`config.mk`:
```
export PLATFORM = sky130hd
export DESIGN_NAME = prog_loader
export DESIGN_NICKNAME = d
export VERILOG_FILES = /design/src/rtl/prog_loader_pkg.sv /design/src/rtl/prog_loader_word_packer.sv /design/src/rtl/prog_loader.sv
export SDC_FILE = /design/constraint.sdc
export NUM_CORES = 1
export LEC_CHECK = 0
export BUFFER_PORTS_ARGS = -buffer_cell sky130_fd_sc_hd__clkbuf_2
export CORE_MARGIN = 2
export CORE_UTILIZATION = 45
export DETAILED_ROUTE_END_ITERATION = 8
export PLACE_DENSITY = 0.71
export RECOVER_POWER = 50
export REMOVE_ABC_BUFFERS = 1
export SKIP_LAST_GASP = 1
export SYNTH_ARGS = -nofsm -noshare
export SYNTH_HDL_FRONTEND = slang
export SYNTH_SLANG_ARGS = --single-unit
```
`constraint.sdc`:
```
create_clock -name clk_i -period 5.1 [get_ports clk_i]
set_clock_uncertainty 0.2 [all_clocks]
set_input_delay 1.02 -clock clk_i [delete_from_list [all_inputs] [get_ports clk_i]]
set_output_delay 1.02 -clock clk_i [all_outputs]
set_load 0.005 [all_outputs]
```
`src/rtl/prog_loader_pkg.sv`:
```
// rtl/prog_loader_pkg.sv - shared types and constants for the program loader
package prog_loader_pkg;

    // Loader FSM states
    typedef enum logic [2:0] {
        IDLE  = 3'd0,
        LOAD  = 3'd1,
        WRITE = 3'd2,
        RUN   = 3'd3,
        HALT  = 3'd4
    } loader_state_t;

    // Bytes per instruction word
    localparam int WORD_BYTES = 4;

    // A load length is usable only if it names at least one word and fits the memory
    function automatic logic len_is_legal(input int len, input int words);
        return (len >= 1) && (len <= words);
    endfunction

endpackage

```
`src/rtl/prog_loader_word_packer.sv`:
```
// rtl/prog_loader_word_packer.sv - big-endian byte-to-word shift register
module word_packer
    import prog_loader_pkg::*;
(
    input  logic        clk_i,
    input  logic        rst_i,
    input  logic        clear_i,
    input  logic        accept_i,
    input  logic [7:0]  byte_i,
    output logic [31:0] word_o,
    output logic        word_full_o
);

    logic [31:0] word_q, word_d;
    logic [1:0]  cnt_q, cnt_d;

    // The first byte shifted in ends up in bits [31:24]; the 2-bit count wraps after a full word
    always_comb begin
        word_d = word_q;
        cnt_d  = cnt_q;
        if (clear_i) begin
            word_d = '0;
            cnt_d  = '0;
        end else if (accept_i) begin
            word_d = {word_q[23:0], byte_i};
            cnt_d  = cnt_q + 2'd1;
        end
    end

    // State registers; an asynchronous reset drops any partial word
    always_ff @(posedge clk_i or posedge rst_i) begin
        if (rst_i) begin
            word_q <= '0;
            cnt_q  <= '0;
        end else begin
            word_q <= word_d;
            cnt_q  <= cnt_d;
        end
    end

    assign word_o      = word_q;
    assign word_full_o = accept_i && (cnt_q == 2'(WORD_BYTES - 1));

endmodule

```
`src/rtl/prog_loader.sv`:
```
// rtl/prog_loader.sv - loads instruction memory from a byte stream and runs the CPU for a fixed budget
module prog_loader
    import prog_loader_pkg::*;
#(
    parameter  int WORDS      = 128,
    parameter  int RUN_CYCLES = 600,
    localparam int AW         = $clog2(WORDS),
    localparam int RW         = $clog2(RUN_CYCLES)
) (
    input  logic          clk_i,
    input  logic          rst_i,
    input  logic          start_i,
    input  logic [AW:0]   len_i,
    input  logic          byte_valid_i,
    input  logic [7:0]    byte_data_i,
    output logic          byte_ready_o,
    output logic          im_we_o,
    output logic [AW-1:0] im_addr_o,
    output logic [31:0]   im_wdata_o,
    output logic          cpu_rst_n_o,
    output logic          busy_o,
    output logic          halt_o,
    output logic          err_o
);

    loader_state_t state_q, state_d;
    logic [AW-1:0] addr_q, addr_d;
    logic [AW:0]   len_q, len_d;
    logic [RW-1:0] run_q, run_d;
    logic          err_q, err_d;

    logic          start_ok;
    logic          len_ok;
    logic          last_word;
    logic          pk_clear;
    logic          pk_accept;
    logic          pk_full;
    logic [31:0]   pk_word;

    // Start is honoured only while no load is in progress
    assign start_ok  = start_i && ((state_q == IDLE) || (state_q == RUN) || (state_q == HALT));
    assign len_ok    = len_is_legal(int'(len_i), WORDS);
    assign last_word = ({1'b0, addr_q} == (len_q - (AW+1)'(1)));
    assign pk_accept = byte_valid_i && (state_q == LOAD);

    word_packer u_packer (
        .clk_i       (clk_i),
        .rst_i       (rst_i),
        .clear_i     (pk_clear),
        .accept_i    (pk_accept),
        .byte_i      (byte_data_i),
        .word_o      (pk_word),
        .word_full_o (pk_full)
    );

    // Next-state logic: load/write loop, run budget, and start handling that overrides RUN/HALT
    always_comb begin
        state_d  = state_q;
        addr_d   = addr_q;
        len_d    = len_q;
        run_d    = run_q;
        err_d    = err_q;
        pk_clear = 1'b0;

        case (state_q)
            LOAD: begin
                if (pk_full) begin
                    state_d = WRITE;
                end
            end
            WRITE: begin
                if (last_word) begin
                    state_d = RUN;
                    run_d   = '0;
                end else begin
                    addr_d  = addr_q + AW'(1);
                    state_d = LOAD;
                end
            end
            RUN: begin
                run_d = run_q + RW'(1);
                if (run_q == RW'(RUN_CYCLES - 1)) begin
                    state_d = HALT;
                end
            end
            default: ;
        endcase

        // A rejected length parks the loader in IDLE with the error flag up
        if (start_ok) begin
            err_d = !len_ok;
            if (len_ok) begin
                len_d    = len_i;
                addr_d   = '0;
                pk_clear = 1'b1;
                state_d  = LOAD;
            end else begin
                state_d  = IDLE;
            end
        end
    end

    // State registers with asynchronous reset back to IDLE
    always_ff @(posedge clk_i or posedge rst_i) begin
        if (rst_i) begin
            state_q <= IDLE;
            addr_q  <= '0;
            len_q   <= '0;
            run_q   <= '0;
            err_q   <= 1'b0;
        end else begin
            state_q <= state_d;
            addr_q  <= addr_d;
            len_q   <= len_d;
            run_q   <= run_d;
            err_q   <= err_d;
        end
    end

    // Outputs decode the state register so reset reaches them without a clock edge
    assign byte_ready_o = (state_q == LOAD);
    assign im_we_o      = (state_q == WRITE);
    assign im_addr_o    = addr_q;
    assign im_wdata_o   = pk_word;
    assign cpu_rst_n_o  = (state_q == RUN) || (state_q == HALT);
    assign busy_o       = (state_q == LOAD) || (state_q == WRITE);
    assign halt_o       = (state_q == HALT);
    assign err_o        = err_q;

endmodule
```
== Yosys cells after proc, flatten, opt, wreduce, memory -nomap -nowiden ==
Cells that the tools add are included.
Word-level totals
  register bits: 63
  output and inout port bits: 45
Cells by class
  $lt $le $gt $ge: 2
  $add $sub $neg: 4
  equal/unequal tests: 10
  multiplexer cells: 18
  reduce and logical (&&, ||, !) cells: 16
Operator list (number)
  two-way mux 32 bit: 2
  two-way mux 7 bit: 4
  one-hot mux 10 bit (2 select lines): 1
  adder 10 x 1 -> 10 bit, second input constant: 1
  == test 10 bit, second input constant: 1
  two-way mux 10 bit: 1
  two-way mux 3 bit: 3
  one-hot mux 3 bit (3 select lines): 1
  == test 7 x 8 -> 1 bit: 1
  >= comparator 8 x 1 -> 1 bit, second input constant: 1
  <= comparator 8 bit, second input constant: 1
  subtractor 8 x 1 -> 8 bit, second input constant: 1
  adder 7 x 1 -> 7 bit, second input constant: 1
  == test 3 x 2 -> 1 bit, second input constant: 2
  two-way mux 2 bit: 3
  logical AND 1 bit: 4
  logical OR 1 bit: 4
  AND reduction 2 bit: 2
  nonzero test 2 bit: 2
  nonzero test 4 bit: 1
  == test 3 x 1 -> 1 bit, second input constant: 1
  == test 3 bit, second input constant: 1
  zero test 3 bit: 1
  two-way mux 1 bit: 3
  other kinds (7): 7

== Depth between registers and ports, before layout ==
Gate-level depths: netlist of run 1.
  word-level depth: 6
  depth in mapped cells: 9
  gate-level depth less buffers: 8

== Cells and area by module ==
From an unflattened synthesis of run 1, not the netlist that was laid out.
Unflattened totals
  cell total of the unflattened synthesis: 301
  area total of the unflattened synthesis: 3130.5 um2
Modules (own cells, without submodules)
  prog_loader: instances 1, area an instance 1699.1 um2, cells an instance 188
  word_packer: instances 1, area an instance 1431.4 um2, cells an instance 113

== Worst setup path after synthesis of run 1 ==
Ideal clock, no wire load.
  path kind: input-to-reg
  start: input len_i[3]
  end: register u_packer.cnt_q[0]
  library setup time: 0.132 ns
  path buffers: 2
  stages: 7
  data arrival time: 2.849 ns
  data required time: 4.768 ns
  slack: 1.919 ns
  cell sequence: or4_1 nor4_1 xor2_1 nor2_1 clkbuf_1 buf_1 nor2_1
Between the ends
  word-level cells in the longest chain between the ends: 5
  elaborated cells between the ends (all ways): 7
RTL lines
  start: declaration: RTL line prog_loader.sv:13  | input logic [AW:0] len_i,
  >= comparator 8 x 1 -> 1 bit / <= comparator 8 bit (equally long branches): RTL line prog_loader_pkg.sv:18  | return (len >= 1) && (len <= words);
  logical AND 1 bit *: RTL line prog_loader_pkg.sv:18
  two-way mux 1 bit *: RTL line prog_loader.sv:92  | if (len_ok) begin
  two-way mux 1 bit *: RTL line prog_loader.sv:90  | if (start_ok) begin
  two-way mux 2 bit / nonzero test 2 bit (equally long branches)
  end signal: assignment: RTL line prog_loader_word_packer.sv:37  | cnt_q <= cnt_d;
  end: declaration: RTL line prog_loader_word_packer.sv:15  | logic [1:0] cnt_q, cnt_d;
Every way passes the cells marked *; elsewhere a longest branch is shown, timed or not.
A chain may end at the register's enable or synchronous reset.

== Worst setup path after layout of run 1 ==
  start: register state_q[1]
  end: output cpu_rst_n_o
Between the ends
  word-level cells in the longest chain between the ends: 2
  elaborated cells between the ends (all ways): 3
RTL lines
  start: declaration: RTL line prog_loader.sv:26  | loader_state_t state_q, state_d;
  start signal: assignment: RTL line prog_loader.sv:112  | state_q <= state_d;
  == test 3 x 2 -> 1 bit / == test 3 bit (equally long branches): RTL line prog_loader.sv:125  | assign cpu_rst_n_o = (state_q == RUN) || (state_q == HALT);
  logical OR 1 bit *: RTL line prog_loader.sv:125
  end: declaration: RTL line prog_loader.sv:20  | output logic cpu_rst_n_o,
Marked as above.

==> results of run 1 <==
==> final timing paths <==
path / startpoint / to / slack [ns] / depth (start not counted)
hold / removal: run_q[8]$_DFFE_PP0P_ / run_q[8]$_DFFE_PP0P_ / 0.33 / 1
max in group asynchronous: rst_i / run_q[8]$_DFFE_PP0P_ / 3.40 / 3
min in group asynchronous: rst_i / u_packer.word_o[22]$_DFFE_PP0P_ / 0.35 / 2
setup reg to reg: state_q[1]$_DFFE_PP0P_ / err_o$_DFFE_PP0N_ / 1.75 / 6
hold reg to reg: run_q[8]$_DFFE_PP0P_ / run_q[8]$_DFFE_PP0P_ / 0.33 / 1
setup / recovery: state_q[1]$_DFFE_PP0P_ / cpu_rst_n_o / 1.71 / 4
==> worst max-delay path: stages (launching register included) <==
cell,delay [ns]
dfrtp_1,0.43
nor2b_1,0.64
and2_1,0.48
or2_2,0.18
clkbuf_2,0.10
==> cell type report <==
class | instances | area, um2 | area share
timing repair buffer | 67 | 332 | 0.0912
inverter | 6 | 22.5 | 0.00619
clock buffer | 10 | 138 | 0.0379
tap | 77 | 96.3 | 0.0265
clock inverter | 6 | 116 | 0.0320
multi-input combinational | 241 | 1360 | 0.373
sequential | 63 | 1580 | 0.434
==> metal layers <==
| layer | routed length (um) | vias to the layer above |
|---|---|---|
| li1 | - | 1268 |
| met3 | 331 | 9 |
| met4 | 68 | 0 |
| met1 | 3060 | 1227 |
| met2 | 3010 | 66 |
| met5 | 0 | - |
==> metrics by stage <==
step | power [mW] | util | hold WS (ns) | cell area, um2 | setup WS, ns
final | 2.11 | 0.566 | 0.327 | 3640 | 1.71
after global routing | 2.27 | 0.566 | 0.349 | 3640 | 1.48
after CTS | 2.13 | 0.568 | 0.309 | 3650 | 1.71
after detailed placement | 1.58 | 0.528 | 0.316 | 3390 | 1.67
after global placement | 1.56 | 0.528 | 0.313 | 3390 | 1.72
after floorplan | 1.30 | - | 0.277 | 2950 | 0.801
==> cell usage after synthesis (all sizes together) (2+ instances only) <==
| cell | number |
|---|---|
| and3 | 3 |
| or2 | 2 |
| nand2 | 81 |
| nand3 | 9 |
| xnor2 | 8 |
| nor2b | 2 |
| xor2 | 3 |
| nand4 | 2 |
| a21oi | 49 |
| or4 | 6 |
| clkbuf | 14 |
| and2 | 3 |
| a41oi | 4 |
| inv | 6 |
| o21ai | 10 |
| o31ai | 5 |
| buf | 6 |
| ha | 4 |
| nand2b | 3 |
| or3 | 3 |
| mux2 | 7 |
| dfrtp | 63 |
| nor2 | 10 |
| nor3 | 5 |
| a31oi | 5 |
==> where the power goes <==
| group | leakage (nW) | switching (mW) | total [mW] | internal, mW |
|---|---|---|---|---|
| registers | 0.835 | 0.184 | 0.859 | 0.675 |
| logic | 0.719 | 0.380 | 0.703 | 0.323 |
| clock network | 0.127 | 0.202 | 0.544 | 0.341 |
| total | 1.68 | 0.766 | 2.11 | 1.34 |
==> cell usage in the layout (no fill, tap or decap), drive strengths merged, types with 4 or more instances in the layout <==
cell     n
nor3     5
inv      7
xnor2    8
o31ai    5
nand3    9
ha       4
clkbuf  74
a41oi    4
mux2     7
or4      6
o21ai   10
nand2   81
dfrtp   63
nor2    10
a31oi    5
a21oi   49
==> sequential cells by signal, indices dropped and copies added (netlist names) <==
| name | count |
|---|---|
| err_o | 1 |
| u_packer.cnt_q | 2 |
| len_q | 8 |
| run_q | 10 |
| state_q | 3 |
| u_packer.word_o | 32 |
| im_addr_o | 7 |
==> cell families after synthesis <==
group                      count (synthesis)  share of synthesized area
DFF                                       63                      0.521
xor gates and xnor gates                  11                     0.0319
muxes                                      8                     0.0294
buffers and inverters                     26                     0.0331
adders and majority gates                  4                     0.0166
AOI/OAI and AO/OA                         83                      0.161
and+or+nand+nor                          135                      0.206
==> impl_results.md, run 1 <==
- Area contributors post-synth: dfrtp_1 (52%), nand2_1 (10%), a21oi_1 (8.1%)
- Setup Fix Bufs, Post-CTS: 0
- Min-Delay Path Class: reg2reg
- Grt met1 use: 0.260
- Layout area overhead: 20.2%
- Antenna cells: 0
- Setup TNS: 0 ns
- Leakage Power: around 1.7 nW
- Post-Syn Area per Cell: 9.16 um2
- CTS buffer count: 9
- Core ar.: around 6400 um2
- # nets final: 412
- WL per Instance: 13.8 um
- Die Area: approximately 7400 um2
- Crit Path Class: reg2out
- Register area share after synthesis: 0.521
- Drt pass-1 iters: 4
- Setup crit start kind: flip-flop
- Worst skew pair latency: between 0.3 and 0.4 ns
- # rows: 29
- Pwr per Cell Area: 579 nW/um2
- Synthesized cell area: 3020 um2
- Maxcap violations: 0
- Tcrit/Tclk final: 0.665
- Fraction of final layout cells sized beyond drive strength 1: 0.219
- Tmin final: 3.39 ns
- Die width: 86.0 um
- Max rail drop VDD: ~320 uV
- Grt met2 use: 0.285
- Clock tree buffer depth: 2
- # DRC: 0
- IO Port Bufs: 64
- Starting density of the core: 0.471
- DR vias: 2570
- Arrival time at the worst endpoint: 2.17 ns
- Root buf cell: clkbuf_8
- Post-synth EDFFs: 0
- Final-layout fill cell count: between 500 and 600
- Largest net degree at the start of global routing: 60
- TritonCTS clock tree: done
- Synth Warn #: 0
- First-pass GRT wire length: about 11 mm
- Hold Vio Cnt, Final: 0
- IO Count: between 60 and 70
- H-tree levels: 3
- Most Used Layer, Global Route: met2
- CP endpoint kind: output port
- Final Slew Violations: 0
- Cts hold-fix bufs: 0
- Synth async-reset ratio: 1.00
- Post-synth top flop: dfrtp_1
- Post-CTS Resized: 0
- Status: finished clean
- Iter 0 DRT Violations: approximately 110
- Post-DR vias/cell: 5.47
- # setup viols final: 0
- Cell taking the most area after synthesis: dfrtp_1
- Final HPWL DP: about 4.4 mm
- Worst path required time: 3.88 ns
- Library cells used by synthesis: 44
- Measured slew at the worst slew-check pin: between 1 and 1.5 ns
- RSZ-0062 raised after global routing: no
- FF+latch count, synth: 63
- Max FO, Critical Path: 12
- Max Fclk: about 0.29 GHz
- Vias in the first global route: between 2000 and 2500
- Worst-path clk slew: approximately 0.070 ns
- Placed Cells: 454
- Top cell type's share of synthesized area: 0.521
- Synth Instances: between 300 and 400
- Slew HR: 0.305
- Post-route insts no fill: 470
- Die H: about 86 um
- Gr usage total: 0.188
- Clock sinks: 63
- Congestion Overflow GR: 0
- Final antenna-violating net count: 0
- Final wirelength: between 6 and 7 mm
- Global placer's final weighted congestion: about 0.8
- Met3 usage: 0.0423
- Number of antenna violations at the first check in global routing: 0
(Power assumes the default switching activity.)
==> run 2, diff against run 1 <==
--- a/config.mk
+++ b/config.mk
@@ -9,7 +9,7 @@
 export CORE_MARGIN = 2
 export CORE_UTILIZATION = 45
 export DETAILED_ROUTE_END_ITERATION = 8
-export PLACE_DENSITY = 0.71
+export PLACE_DENSITY = 0.74
 export RECOVER_POWER = 50
 export REMOVE_ABC_BUFFERS = 1
 export SKIP_LAST_GASP = 1
==> constraint.sdc (replaced) <==
create_clock -name clk_i -period 2.7 [get_ports clk_i]
set_clock_uncertainty 0.2 [all_clocks]
set_input_delay 0.54 -clock clk_i [delete_from_list [all_inputs] [get_ports clk_i]]
set_output_delay 0.54 -clock clk_i [all_outputs]
set_load 0.005 [all_outputs]
==> run 2 against run 1 <==
Effect of this change:
- total power increased by 95%
- design area grew 2.5%
- cell count up 2.6%
- hold slack got worse by 0.16 ns
- non-clock buffer count is 11 higher
- core utilization grew 1.4 points
- critical path type is now reg2reg
- largest cell class unchanged
- largest power group unchanged
==> impl_results.md, run 2 (synthesis gave the netlist of run 1 again) <==
- RR Endpoint: run_q[8]$_DFFE_PP0P_
- Antenna cells: 0 (unchanged)
- First-pass GRT wire length: 11.2 mm (+1.2%)
- # setup viols final: 0 (unchanged)
- Worst path required time: 2.74 ns (-1.14 ns)
- CP max stage delay: 0.43 ns (-0.21 ns)
- Post-DR vias/cell: 5.45 (-0.29%)
- # DRC: 0 (unchanged)
- Multi-input logic area: 1380 um2 (+1.5%)
- IO Count: 65 (unchanged)
- R2R Path Start: len_q[2]$_DFFE_PP0P_
- Final Slew Violations: 0 (unchanged)
- Commonest non-fill, non-tap cells in the layout: nand2_1 (81), dfrtp_1 (63), clkbuf_2 (54)
- Largest net degree at the start of global routing: 35 (-42%)
- Layout Utilization: 0.581 (+0.0144)
- Number of antenna violations at the first check in global routing: 0 (unchanged)
- Power share of the combinational group: 0.363 (+0.029)
- Reg power frac: 0.389 (-0.019)
- Worst-path cell chain: or3_4 -> or4_4 -> and4b_1 -> o2111a_2 -> or2_2 -> a41oi_1
- Tmin final: between 2 and 3 ns
- Fin area: 3730 um2 (+2.5%)
- Final wirelength: 6.89 mm (+6.5%)
- Setup crit start kind: flip-flop
- H-tree levels: 3 (unchanged)
- Max Fclk: between 0.3 and 0.4 GHz
- Fraction of final layout cells sized beyond drive strength 1: 0.240 (+0.0207)
- Max FO, Critical Path: 8 (-4)
- Final antenna-violating net count: 0 (unchanged)
- Cell family with most CP delay: simple AND/OR/NAND/NOR gates
- Iter 0 DRT Violations: 101 (-3.8%)
- Die width: 86.0 um (unchanged)
- Worst Path Buf+Inv: 0 (-1)
- Switching power: 1.49 mW (+95%)
- DR vias: 2628 (+2.3%)
- TritonCTS clock tree: done
- Die H: 86.0 um (unchanged)
- Status: finished clean
- Global placer's final weighted congestion: 0.887 (+7.9%)
- # rows: 29 (unchanged)
- Worst skew pair latency: 0.33 ns (about the same)
- Gr usage total: 0.190 (+0.00235)
- Measured slew at the worst slew-check pin: 0.944 ns (-0.0957 ns)
- Most common cell after layout, fill and taps aside: nand2_1
- Sw Share: 0.364 (about the same)
- Drt pass-1 iters: 5 (+1)
- Final-layout fill cell count: 565 (-1.9%)
- Placed Cells: 463 (+2.0%)
- Slew HR: 0.370 (+0.0655)
- Arrival time at the worst endpoint: 2.69 ns (+0.52 ns)
- CP endpoint kind: flip-flop
- Min-Delay Path Class: in2async
- Vias in the first global route: 2366 (-0.71%)
- FF/Latch Area: 1580 um2 (unchanged)
- WL per Instance: 14.3 um (+3.8%)
- Max FFs per register: 32 (unchanged)
- Clock sinks: 63 (unchanged)
- R2R cell count: 6 (unchanged)
- Leakage Power: 1.73 nW (+2.6%)
- Clock Power Share: 0.248 (-0.010)
- Core ar.: 6420 um2 (unchanged)
- Pint: 2.61 mW (+95%)
- Final HPWL DP: 4.79 mm (+8.7%)
- Pwr per Cell Area: 1100 nW/um2 (+90%)
- Die Area: 7390 um2 (unchanged)
- Layout area overhead: 23.3%
- Max rail drop VDD: 619 uV (+93%)
- IO Port Bufs: 64 (unchanged)
- Clock tree buffer depth: 2 (unchanged)
- Post-route insts no fill: 482 (+2.6%)
- Maxcap violations: 0 (unchanged)
- Worst-path clk slew: 0.08 ns (about the same)
- Hold Vio Cnt, Final: 0 (unchanged)
- Root buf cell: clkbuf_8
- Crit Path Class: reg2reg
- Cell Area, Placed: 3460 um2 (+2.0%)
- CP max stage cell: or4_4
- # nets final: 424 (+2.9%)
- Tcrit/Tclk final: 0.981
- Register-to-Register Setup Slack: 0.05 ns (-1.70 ns)
- Congestion Overflow GR: 0 (unchanged)
- CTS buffer count: 9 (unchanged)
- Starting density of the core: 0.471 (unchanged)
[run 2: cell count changes in the layout (fill, tap and decap cells not counted), sizes merged]
| cell | before | now |
|---|---|---|
| buf | 3 | 12 |
| clkinv | 2 | 1 |
| o2111a | 1 | 2 |
| clkinvlp | 0 | 1 |
| clkbuf | 74 | 76 |
[run 2: power by group through the flow]
stage | Sequential (mW) | Clock (mW) | Combinational (mW)
3_3_place_gp | 1.58 | 0 | 1.43
2_1_floorplan | 1.58 | 0 | 0.877
5_1_grt | 1.65 | 1.08 | 1.67
6_report | 1.59 | 1.02 | 1.49
4_1_cts | 1.59 | 1.04 | 1.48
3_5_place_dp | 1.60 | 0 | 1.48
[run 2: area by class of cell]
| cell class | instances | share of cell area |
|---|---|---|
| flip-flops and latches | 63 | 0.423 |
| inverters | 6 | 0.00604 |
| clock inverters | 6 | 0.0309 |
| well taps | 77 | 0.0258 |
| clock buffers | 10 | 0.0369 |
| multi-input cells | 242 | 0.369 |
| repair buffers | 78 | 0.109 |
[run 2: worst max path at each step]
stage                           start                endpoint  cells past startpoint
6_report         len_q[2]$_DFFE_PP0P_    run_q[8]$_DFFE_PP0P_                      6
5_1_grt          len_q[2]$_DFFE_PP0P_  im_addr_o[4]$_DFF_PP0_                      6
4_1_cts          len_q[2]$_DFFE_PP0P_  im_addr_o[6]$_DFF_PP0_                      6
3_5_place_dp     len_q[2]$_DFFE_PP0P_  im_addr_o[6]$_DFF_PP0_                      6
3_3_place_gp     len_q[2]$_DFFE_PP0P_  im_addr_o[6]$_DFF_PP0_                      6
2_1_floorplan  state_q[1]$_DFFE_PP0P_    len_q[2]$_DFFE_PP0P_                      5
[run 2: repair_timing]
| action | 4_1_cts | 5_1_grt |
|---|---|---|
| pin swaps | 0 | 1 |
| cloned | 0 | 1 |
| gates resized for setup | 1 | 2 |
| setup endpoints to repair | 2 | 6 |
| hold buffers | 0 | 0 |
| setup buffers | 0 | 2 |
[run 2: metrics by stage]
stage | hold WS [ns] | setup WS (ns) | power (mW) | setup TNS [ns]
after global placement | 0.310 | 0.0261 | 3.01 | 0
after detailed placement | 0.319 | -0.00435 | 3.08 | -0.00435
after floorplan | 0.277 | -1.13 | 2.45 | -44.35
after global routing | 0.211 | -0.0148 | 4.40 | -0.0353
final | 0.162 | 0.0501 | 4.10 | 0
after CTS | 0.00771 | 0.0375 | 4.11 | 0
[run 2: metal layers]
metal / wire (um) / vias to the layer above / global-route usage
met2: 3330 / 77 / 0.302
met1: 3050 / 1248 / 0.253
met3: 448 / 6 / 0.0683
met5: 0 / - / 0
li1: - / 1297 / -
met4: 57 / 0 / 0.0404
